[config.mk]
export PLATFORM = sky130hd
export DESIGN_NAME = mem_backdoor_ctrl
export DESIGN_NICKNAME = d
export VERILOG_FILES = /design/src/rtl/mem_bd_pkg.sv /design/src/rtl/mem_bd_checksum.sv /design/src/rtl/mem_backdoor_ctrl.sv
export SDC_FILE = /design/constraint.sdc
export NUM_CORES = 1
export LEC_CHECK = 0
export ABC_CLOCK_PERIOD_IN_PS = 4200
export CAP_MARGIN = 10
export CORE_MARGIN = 3
export CORE_UTILIZATION = 32
export CTS_CLUSTER_DIAMETER = 60
export CTS_CLUSTER_SIZE = 12
export DETAILED_ROUTE_END_ITERATION = 7
export DONT_BUFFER_PORTS = 1
export PLACE_DENSITY = 0.56
export SETUP_SLACK_MARGIN = 0.15
export SLEW_MARGIN = 5
export SYNTH_ARGS = -nofsm -noshare
export SYNTH_HDL_FRONTEND = slang
export SYNTH_SLANG_ARGS = --single-unit
export TNS_END_PERCENT = 5
[constraint.sdc]
create_clock -name clk -period 4.2 [get_ports clk]
set_input_delay 1.26 -clock clk [delete_from_list [all_inputs] [get_ports clk]]
set_output_delay 1.26 -clock clk [all_outputs]
set_load 0.01 [all_outputs]
[src/rtl/mem_bd_pkg.sv]
// Shared types for the memory backdoor controller: command opcodes, error codes, FSM states.
// Latency: n/a (types only).
// Backpressure: n/a.
package mem_bd_pkg;

  typedef enum logic [1:0] {
    OP_LOAD = 2'd0,
    OP_FILL = 2'd1,
    OP_DUMP = 2'd2,
    OP_RSVD = 2'd3
  } op_e;

  typedef enum logic [1:0] {
    ERR_OK       = 2'd0,
    ERR_NOT_HELD = 2'd1,
    ERR_RANGE    = 2'd2,
    ERR_ABORT    = 2'd3
  } err_e;

  typedef enum logic [2:0] {
    ST_IDLE      = 3'd0,
    ST_LOAD      = 3'd1,
    ST_FILL      = 3'd2,
    ST_DUMP_RD   = 3'd3,
    ST_DUMP_WAIT = 3'd4,
    ST_DUMP_OUT  = 3'd5,
    ST_FIN       = 3'd6
  } state_e;

endpackage

[src/rtl/mem_bd_checksum.sv]
// Additive checksum accumulator (sum mod 2^DATA_W) with synchronous clear and add enable.
// Latency: sum reflects an add one cycle after add_en.
// Backpressure: none; accepts an add every cycle.
// Ports: clk, reset_n (sync, active-low), clr (clear, wins over add), add_en/add_val (accumulate), sum.
module mem_bd_checksum #(
  parameter int DATA_W = 8
) (
  input  logic              clk,
  input  logic              reset_n,
  input  logic              clr,
  input  logic              add_en,
  input  logic [DATA_W-1:0] add_val,
  output logic [DATA_W-1:0] sum
);

  always_ff @(posedge clk) begin
    if (!reset_n) begin
      sum <= '0;
    end else if (clr) begin
      sum <= '0;
    end else if (add_en) begin
      sum <= sum + add_val;
    end
  end

endmodule

[src/rtl/mem_backdoor_ctrl.sv]
// Backdoor loader/dumper for the system RAM: LOAD streams words in, FILL writes a pattern, DUMP streams words out.
// Latency: LOAD/FILL 1 word/cycle; DUMP 3 cycles/word (read, capture, present); done pulses in the cycle after the last word.
// Backpressure: cmd_ready low while busy; LOAD waits on wr_valid, DUMP holds rd_data until rd_ready, both unbounded.
// Ports: cmd_* command channel, wr_* LOAD data in, rd_* DUMP data out, mem_* spare RAM port (rdata 1 cycle after re),
//        cpu_hold gates all memory access, busy/done/err/checksum report status of the last command.
module mem_backdoor_ctrl
  import mem_bd_pkg::*;
#(
  parameter int DATA_W = 8,
  parameter int DEPTH  = 65536,
  parameter int ADDR_W = $clog2(DEPTH),
  parameter int LEN_W  = ADDR_W + 1
) (
  input  logic              clk,
  input  logic              reset_n,
  input  logic              cpu_hold,
  input  logic              cmd_valid,
  output logic              cmd_ready,
  input  logic [1:0]        cmd_op,
  input  logic [ADDR_W-1:0] cmd_base,
  input  logic [LEN_W-1:0]  cmd_len,
  input  logic [DATA_W-1:0] cmd_fill,
  input  logic              wr_valid,
  output logic              wr_ready,
  input  logic [DATA_W-1:0] wr_data,
  output logic              rd_valid,
  input  logic              rd_ready,
  output logic [DATA_W-1:0] rd_data,
  output logic [ADDR_W-1:0] mem_addr,
  output logic              mem_we,
  output logic              mem_re,
  output logic [DATA_W-1:0] mem_wdata,
  input  logic [DATA_W-1:0] mem_rdata,
  output logic              busy,
  output logic              done,
  output logic [1:0]        err,
  output logic [DATA_W-1:0] checksum
);

  localparam logic [LEN_W:0] DEPTH_EXT = (LEN_W+1)'(DEPTH);

  state_e            state;
  logic [ADDR_W-1:0] addr_q;
  logic [LEN_W-1:0]  cnt_q;
  logic [DATA_W-1:0] fill_q;
  logic [DATA_W-1:0] rd_q;
  err_e              err_q;

  logic              accept;
  logic [LEN_W:0]    end_addr;
  logic              wr_beat;
  logic              fill_beat;
  logic              rd_beat;
  logic              sum_add;
  logic [DATA_W-1:0] sum_val;

  assign accept   = (state == ST_IDLE) && cmd_valid;
  // One bit wider than LEN_W so base+len = DEPTH is representable and accepted.
  assign end_addr = (LEN_W+1)'(cmd_base) + (LEN_W+1)'(cmd_len);

  // cpu_hold gates every beat combinationally: a beat in the cycle the hold drops is
  // neither written nor counted, and the FSM takes the abort at that same edge.
  assign wr_beat   = (state == ST_LOAD) && wr_valid && cpu_hold;
  assign fill_beat = (state == ST_FILL) && cpu_hold;
  assign rd_beat   = (state == ST_DUMP_OUT) && rd_ready && cpu_hold;

  assign cmd_ready = (state == ST_IDLE);
  assign busy      = (state != ST_IDLE);
  assign done      = (state == ST_FIN);
  assign err       = err_q;
  assign wr_ready  = (state == ST_LOAD) && cpu_hold;
  assign rd_valid  = (state == ST_DUMP_OUT) && cpu_hold;
  assign rd_data   = rd_q;
  assign mem_addr  = addr_q;
  // reset_n term keeps the strobes quiet during the reset cycle itself, not just after the edge.
  assign mem_we    = reset_n && (wr_beat || fill_beat);
  assign mem_re    = reset_n && cpu_hold && (state == ST_DUMP_RD);
  assign mem_wdata = (state == ST_LOAD) ? wr_data :
                     (state == ST_FILL) ? fill_q  : '0;

  assign sum_add = wr_beat || fill_beat || rd_beat;
  assign sum_val = wr_beat   ? wr_data :
                   fill_beat ? fill_q  : rd_q;

  mem_bd_checksum #(.DATA_W(DATA_W)) u_checksum (
    .clk     (clk),
    .reset_n (reset_n),
    .clr     (accept),
    .add_en  (sum_add),
    .add_val (sum_val),
    .sum     (checksum)
  );

  always_ff @(posedge clk) begin
    if (!reset_n) begin
      state  <= ST_IDLE;
      addr_q <= '0;
      cnt_q  <= '0;
      fill_q <= '0;
      rd_q   <= '0;
      err_q  <= ERR_OK;
    end else begin
      case (state)
        ST_IDLE: begin
          if (cmd_valid) begin
            addr_q <= cmd_base;
            cnt_q  <= cmd_len;
            fill_q <= cmd_fill;
            err_q  <= ERR_OK;
            if (!cpu_hold) begin
              err_q <= ERR_NOT_HELD;
              state <= ST_FIN;
            end else if (end_addr > DEPTH_EXT) begin
              err_q <= ERR_RANGE;
              state <= ST_FIN;
            end else if (cmd_len == '0) begin
              state <= ST_FIN;
            end else begin
              case (op_e'(cmd_op))
                OP_LOAD: state <= ST_LOAD;
                OP_FILL: state <= ST_FILL;
                OP_DUMP: state <= ST_DUMP_RD;
                default: begin
                  err_q <= ERR_RANGE;
                  state <= ST_FIN;
                end
              endcase
            end
          end
        end

        ST_LOAD, ST_FILL, ST_DUMP_RD, ST_DUMP_WAIT, ST_DUMP_OUT: begin
          if (!cpu_hold) begin
            err_q <= ERR_ABORT;
            state <= ST_FIN;
          end else begin
            case (state)
              ST_LOAD, ST_FILL: begin
                if (state == ST_FILL || wr_valid) begin
                  addr_q <= addr_q + 1'b1;
                  cnt_q  <= cnt_q - 1'b1;
                  if (cnt_q == LEN_W'(1)) state <= ST_FIN;
                end
              end
              ST_DUMP_RD:   state <= ST_DUMP_WAIT;
              ST_DUMP_WAIT: begin
                rd_q  <= mem_rdata;
                state <= ST_DUMP_OUT;
              end
              default: begin
                if (rd_ready) begin
                  addr_q <= addr_q + 1'b1;
                  cnt_q  <= cnt_q - 1'b1;
                  state  <= (cnt_q == LEN_W'(1)) ? ST_FIN : ST_DUMP_RD;
                end
              end
            endcase
          end
        end

        default: state <= ST_IDLE;  // ST_FIN: done is high for exactly this cycle
      endcase
    end
  end

endmodule

==> metrics.md, run 1 <==
| Metric | Value |
|---|---|
| Root buffer cell | clkbuf_16 |
| Vias per Instance | 5.941 |
| Area Overhead vs Synth | 11.59% |
| Hold Slack | 482.6 ps |
| Vias in the first global route | 4,476 |
| Grt ovf | 0 |
| Setup Buffers After CTS | 0 |
| Final period utilization | 0.9193 |
| Post-synth ARST share | 0 |
| CP required | between 4000 and 5000 ps |
| Most common cell after layout, fill and taps aside | nor2_1 |
| Post-synthesis sequential area ratio | 0.2637 |
| Hold path cells | 2 |
| Crit-path max FO | 3 |
| Most frequent cells in the layout | nor2_1 (81), a21oi_1 (79), nand2_1 (67), dfxtp_1 (62), o21ai_0 (46) |
| Syn nets | 734 |
| Final Hold Fails | 0 |
| Sw Pwr | ~1.8 mW |
| Cts hold-fix bufs | 0 |
| Global-route wire length before repair | around 25,000 um |
| Skew-Pair Late Insertion Delay | 330 ps |
| Top cell type's share of synthesized area | 0.2637 |
| Top_reg_cell synth | dfxtp_1 |
| Share of cells above drive strength 1 | 0.07692 |
| CP Data Arrival Time | around 4100 ps |
| TritonCTS clock tree | built |
| R2r setup slk | 900 ps |
| Setup Crit Path Kind | in2reg |
| DP Cell Count | around 800 |
| Row cnt | 43 |
| Hpwl dp | approximately 12,000 um |
| HP Class | reg2reg |
| DR DRC count | 0 |
| Final setup margin | about 340 ps |
| Max Clock Freq | approximately 260 MHz |
| Crit-path slowest cell | fa_1 |
| Pint | between 2 and 2.5 mW |
| Final setup violation count | 0 |
| Pre-CTS setup slack | -4.081 ps |
| Number of synthesized flops with an enable pin | 0 |
| Buffers added on ports | 0 |
| Placer Congestion | between 0.9 and 1 |
| Worst Max-Slew Pin Slew | 1170 ps |
| Ant. Diodes | 0 |
| Post-Layout Cell Count | approximately 800 |
| R2R cell count | 13 |
| Largest net degree at the start of global routing | between 40 and 50 |
| Routed Wire Length | between 15,000 and 20,000 um |
| Layout Nets | around 730 |
| Post-synthesis instance total | approximately 640 |
| Status | finished, final reports clean |
| CTS buffer count | 9 |
| CP Cell Sequence | ha_1 -> inv_1 -> fa_1 -> and2b_1 -> o2111ai_2 -> and3_1 -> a2111oi_0 -> o2111a_1 -> nand4_1 -> a211o_1 -> and2_4 -> o311a_1 |
| Dominant cells by area after synthesis | dfxtp_1 (26%), a21oi_1 (8.5%), ha_1 (6.9%), nor2_1 (6.5%), nand2_1 (5.3%) |
| Max Buffers Root-to-Sink | 2 |
| Clk sink count | 62 |
| I/O Pins | 114 |
| Leakage | slightly below 2 nW |
| Total track usage | 0.1911 |
| Starting Density | 0.3327 |
| Worst Setup End Kind | flop |
| Die Y-Extent | approximately 130 um |
| Clock skew | roughly 8.7 ps |
| Post-DRT Antenna Nets | 0 |
| Max Cap Viol | 0 |
| Sw Share | 0.4744 |
| H-tree lvl count | 3 |
| Slew margin rel. | 0.2180 |
| Via count | ~4,900 |
| Pwr dens | between 700 and 800 nW/um2 |
| Clock period minus worst slack | between 3000 and 4000 ps |
| Max IR drop VDD | between 0.0004 and 0.0005 V |
| Sequential power share | 0.277 |
| Power Total | ~3.8 mW |
| # fillers | roughly 1,500 |
| Flops & latches, synth | 62 |
| RSZ-0062 raised after global routing | no |
| CP startpoint kind | input port |
| Mean area per synthesized cell | around 7.3 um2 |
| Final-report max-slew violation count | 0 |
| Drt wl/cell | about 19 um |
| Crit-path max cell delay | between 300 and 400 ps |
| Post-CTS Resized | 0 |
| Number of library cell types mapped by synthesis | 70 |
| Drt first pass iters | 4 |
| Iter 0 DRT Violations | between 200 and 300 |
| Die X | ~130 um |
| Area leader, netlist | dfxtp_1 |
| Die area | around 16,000 um2 |
| CTS clk-pin slew, worst paths | ~60 ps |
| Mapped Area | around 4700 um2 |
| Logic pwr share | 0.507 |
| Clock power frac | 0.216 |
| Number of synthesis warnings | 0 |
| Core Footprint | 14,150 um2 |
| Initial antenna violation count | 0 |
## power groups by stage
| stage | Sequential (mW) | Clock [mW] | Combinational (mW) |
|---|---|---|---|
| 3_3_place_gp | 1.06 | 0 | 1.88 |
| 3_5_place_dp | 1.07 | 0 | 1.91 |
| 2_1_floorplan | 0.958 | 0 | 1.51 |
| 4_1_cts | 1.06 | 0.846 | 1.92 |
| 6_report | 1.06 | 0.827 | 1.94 |
| 5_1_grt | 1.09 | 0.870 | 2.17 |
## stage by stage
stage,utilization,cell area [um2],setup TNS (ps)
floorplan,-,4707,0
global placement,0.3479,4922,0
detailed placement,0.3479,4922,-4.081
CTS,0.3712,5253,0
global route,0.3712,5253,0
finish,0.3712,5253,0
## critical path, delay by kind of cell
family          cells  cell delay [ps]
fa+ha+maj           2              540
buf+inv             1               50
compound gates      5             1420
simple gates        4              810
## layout make-up
type,instances,area (um2),share of cell area
clock buffer,10,239.0,0.04550
clock inverter,6,91.34,0.01739
inverter,20,75.07,0.01429
multi-input combinational,524,3268,0.6222
sequential,62,1241,0.2363
tap,180,225.2,0.04288
timing repair buffer,15,112.6,0.02144
## cell usage after synthesis (8+ instances only)
cell type	instances
nor2_1	81
a21oi_1	80
nand2_1	67
dfxtp_1	62
o21ai_0	46
clkbuf_1	30
ha_1	26
mux2i_1	20
inv_1	19
nand3_1	17
a211oi_1	16
nor3_1	14
a22oi_1	13
a21o_1	12
nand4_1	10
nor4_1	10
o22ai_1	8
## flip-flops by register name, indices dropped and copies added (netlist names)
| register | count |
|---|---|
| u_checksum.sum | 8 |
| mem_addr | 16 |
| cnt_q | 17 |
| rd_data | 8 |
| fill_q | 8 |
| state | 3 |
| err | 2 |
## layer usage
metal | track usage | wire, um | vias to the layer above
met5 | 0 | 0 | -
met4 | 0.05994 | 369 | 0
met3 | 0.06145 | 1316 | 29
met2 | 0.3013 | 7302 | 182
met1 | 0.2487 | 6864 | 2285
li1 | - | - | 2358
## final timing paths
kind                    start                 to
setup reg to reg     state[0]  u_checksum.sum[7]
setup / recovery  cmd_base[0]           state[2]
hold / removal      fill_q[5]          fill_q[5]
hold reg to reg     fill_q[5]          fill_q[5]
## kinds of logic after synthesis
group,after synthesis,share of synthesized area
AOI/OAI and AO/OA,229,0.3150
xor gates and xnor gates,8,0.01488
muxes,20,0.04253
buffers and inverters,55,0.04439
DFF,62,0.2637
adders and majority gates,28,0.07762
and+or+nand+nor,239,0.2419
No activity file was read; power rests on OpenSTA's default activity.
==> run 2: changes to the inputs <==
--- a/config.mk
+++ b/config.mk
@@ -15,6 +15,7 @@
 export DONT_BUFFER_PORTS = 1
 export PLACE_DENSITY = 0.56
 export SETUP_SLACK_MARGIN = 0.15
+export SKIP_CTS_REPAIR_TIMING = 1
 export SLEW_MARGIN = 5
 export SYNTH_ARGS = -nofsm -noshare
 export SYNTH_HDL_FRONTEND = slang
==> results of run 2 <==
No change in the layout: final DEF, timing and power equal those of run 1.
==> run 3: changes to the inputs <==
--- a/config.mk
+++ b/config.mk
@@ -6,14 +6,14 @@
 export NUM_CORES = 1
 export LEC_CHECK = 0
 export ABC_CLOCK_PERIOD_IN_PS = 4200
-export CAP_MARGIN = 10
+export CAP_MARGIN = 15
 export CORE_MARGIN = 3
-export CORE_UTILIZATION = 32
-export CTS_CLUSTER_DIAMETER = 60
+export CORE_UTILIZATION = 39
+export CTS_CLUSTER_DIAMETER = 30
 export CTS_CLUSTER_SIZE = 12
 export DETAILED_ROUTE_END_ITERATION = 7
 export DONT_BUFFER_PORTS = 1
-export PLACE_DENSITY = 0.56
+export PLACE_DENSITY = 0.63
 export SETUP_SLACK_MARGIN = 0.15
 export SKIP_CTS_REPAIR_TIMING = 1
 export SLEW_MARGIN = 5
==> run 3 against run 2 <==
Against the previous run:
- maximum frequency rose by 0.45%
- first-iteration DRC count rose by 61%
- worst hold slack got worse by 10 ps
- worst setup slack improved by 17 ps
- via count rose by 0.16%
- combinational power fell by 2%
- die area fell by 17%
- critical path type unchanged
- highest routed layer unchanged
==> metrics.md, run 3 (synthesis gave the netlist of run 1 again) <==
| Metric | Value |
|---|---|
| Final period utilization | 0.9152 (-0.004079) |
| CTS clk-pin slew, worst paths | 60 ps (about the same) |
| Routed Wire Length | 15,040 um (-5.1%) |
| Setup TNS Final | 0 ps (unchanged) |
| Layout Nets | 722 (-0.41%) |
| Final-report max-slew violation count | 0 (unchanged) |
| H-tree lvl count | 3 (unchanged) |
| Crit-path max FO | 3 (unchanged) |
| Iter 0 DRT Violations | 439 (+61%) |
| Initial antenna violation count | 0 (unchanged) |
| Area Overhead vs Synth | 9.171% |
| Core Footprint | 11,610 um2 (-18%) |
| Max Cap Viol | 0 (unchanged) |
| Max IR drop VDD | 0.0004127 V (+1.9%) |
| Status | finished, final reports clean |
| Hpwl dp | 11,420 um (-5.9%) |
| CP required | 4430 ps (about the same) |
| Share of cells above drive strength 1 | 0.07256 (-0.004368) |
| Final setup margin | 356.2 ps (+17.13 ps) |
| Grt ovf | 0 (unchanged) |
| Final setup violation count | 0 (unchanged) |
| Vias per Instance | 6.257 (+5.3%) |
| Root buffer cell | clkbuf_16 |
| Row cnt | 39 (-9.3%) |
| Pwr dens | 713.5 nW/um2 (-2.0%) |
| Worst Max-Slew Pin Slew | 1115 ps (-54.91 ps) |
| Final Hold Fails | 0 (unchanged) |
| Die area | 13,420 um2 (-17%) |
| Pre-CTS setup slack | 36.22 ps (+40.30 ps) |
| DP Area | 4853 um2 (-1.4%) |
| Leakage | 1.941 nW (-2.2%) |
| Vias in the first global route | 4,475 (-0.022%) |
| Max Buffers Root-to-Sink | 2 (unchanged) |
| Post-DRT Antenna Nets | 0 (unchanged) |
| Max FFs per register | 17 (unchanged) |
| HP Class | reg2reg |
| R2R cell count | 13 (unchanged) |
| Ant. Diodes | 0 (unchanged) |
| Setup Crit Path Kind | in2reg |
| CP startpoint kind | input port |
| Clock period minus worst slack | 3844 ps (-17.13 ps) |
| Die X | 115.9 um (-9.0%) |
| Worst Setup End Kind | flop |
| Clk sink count | 62 (unchanged) |
| Buffers added on ports | 0 (unchanged) |
| RSZ-0062 raised after global routing | no |
| Drt wl/cell | 19.36 um (-0.23%) |
| I/O Pins | 114 (unchanged) |
| Global-route wire length before repair | 23,320 um (-6.0%) |
| Die Y-Extent | 115.9 um (-9.0%) |
| Final Cell Area | 5139 um2 (-2.2%) |
| Starting Density | 0.4053 (+0.07265) |
| Clock skew | 11.19 ps (+2.468 ps) |
| Max Clock Freq | 260.2 MHz (+0.45%) |
| Most frequent cells in the layout | nor2_1 (81), a21oi_1 (79), nand2_1 (67), dfxtp_1 (62), o21ai_0 (46) |
| TritonCTS clock tree | built |
| Post-route core utilization | 0.4425 (+0.07126) |
| CP Data Arrival Time | 4070 ps (about the same) |
| Slew margin rel. | 0.2547 (+0.03669) |
| DR DRC count | 0 (unchanged) |
| CTS buffer count | 9 (unchanged) |
| Via count | 4,862 (+0.16%) |
| Total track usage | 0.2188 (+0.02765) |
| Drt first pass iters | 5 (+1) |
| Hold path cells | 2 (unchanged) |
| R2r setup slk | 860 ps (-40 ps) |
| Largest reg by FF count | cnt_q |
| Placer Congestion | 0.9288 (+0.98%) |
| Largest net degree at the start of global routing | 48 (unchanged) |
| Most common cell after layout, fill and taps aside | nor2_1 |
| Skew-Pair Late Insertion Delay | 340 ps (about the same) |
==> run 3: where the power goes <==
part	switching, mW	leakage [nW]	internal (mW)	total (mW)
Sequential	0.292	0.507	0.769	1.06
Combinational	1.22	1.30	0.680	1.90
Clock	0.287	0.135	0.418	0.704
==> run 3: metrics by stage <==
stage          hold WS [ps]  cells  power, mW
2_1_floorplan         449.4    641      2.470
3_3_place_gp          456.3    761      2.894
3_5_place_dp          467.9    761      2.936
4_1_cts               475.7    777      3.656
5_1_grt               495.1    777      3.974
6_report              472.3    777      3.667
==> run 3: cell type report <==
| cell class | count | area, um2 |
|---|---|---|
| fillers | 1160 | 6475 |
| multi-input cells | 524 | 3268 |
| flip-flops and latches | 62 | 1241 |
| clock buffers | 10 | 239.0 |
| well taps | 143 | 178.9 |
| repair buffers | 12 | 90.09 |
| inverters | 20 | 75.07 |
| clock inverters | 6 | 46.29 |
==> run 3: critical path: stages <==
cell and delay, ps:
ha_1 140, inv_1 50, fa_1 380, and2b_1 270
o2111ai_2 140, a31oi_2 260, o21ai_2 100, and2_1 180
a2111o_1 430, a211o_1 330, and2_4 180, o311a_1 330
==> run 3: final timing paths <==
check                                 start                end
worst max register to register     state[0]  u_checksum.sum[7]
worst min register to register    fill_q[6]          fill_q[6]
worst max-delay path            cmd_base[0]           state[2]
worst min-delay path              fill_q[6]          fill_q[6]
==> run 3: metal layers <==
metal	share of wire	up-vias	routed length [um]	global-route usage
met2	0.45	191	6813	0.3422
met1	0.44	2281	6558	0.2892
li1	-	2361	-	-
met5	0	-	0	0
met3	0.092	29	1385	0.07206
met4	0.019	0	283	0.06110
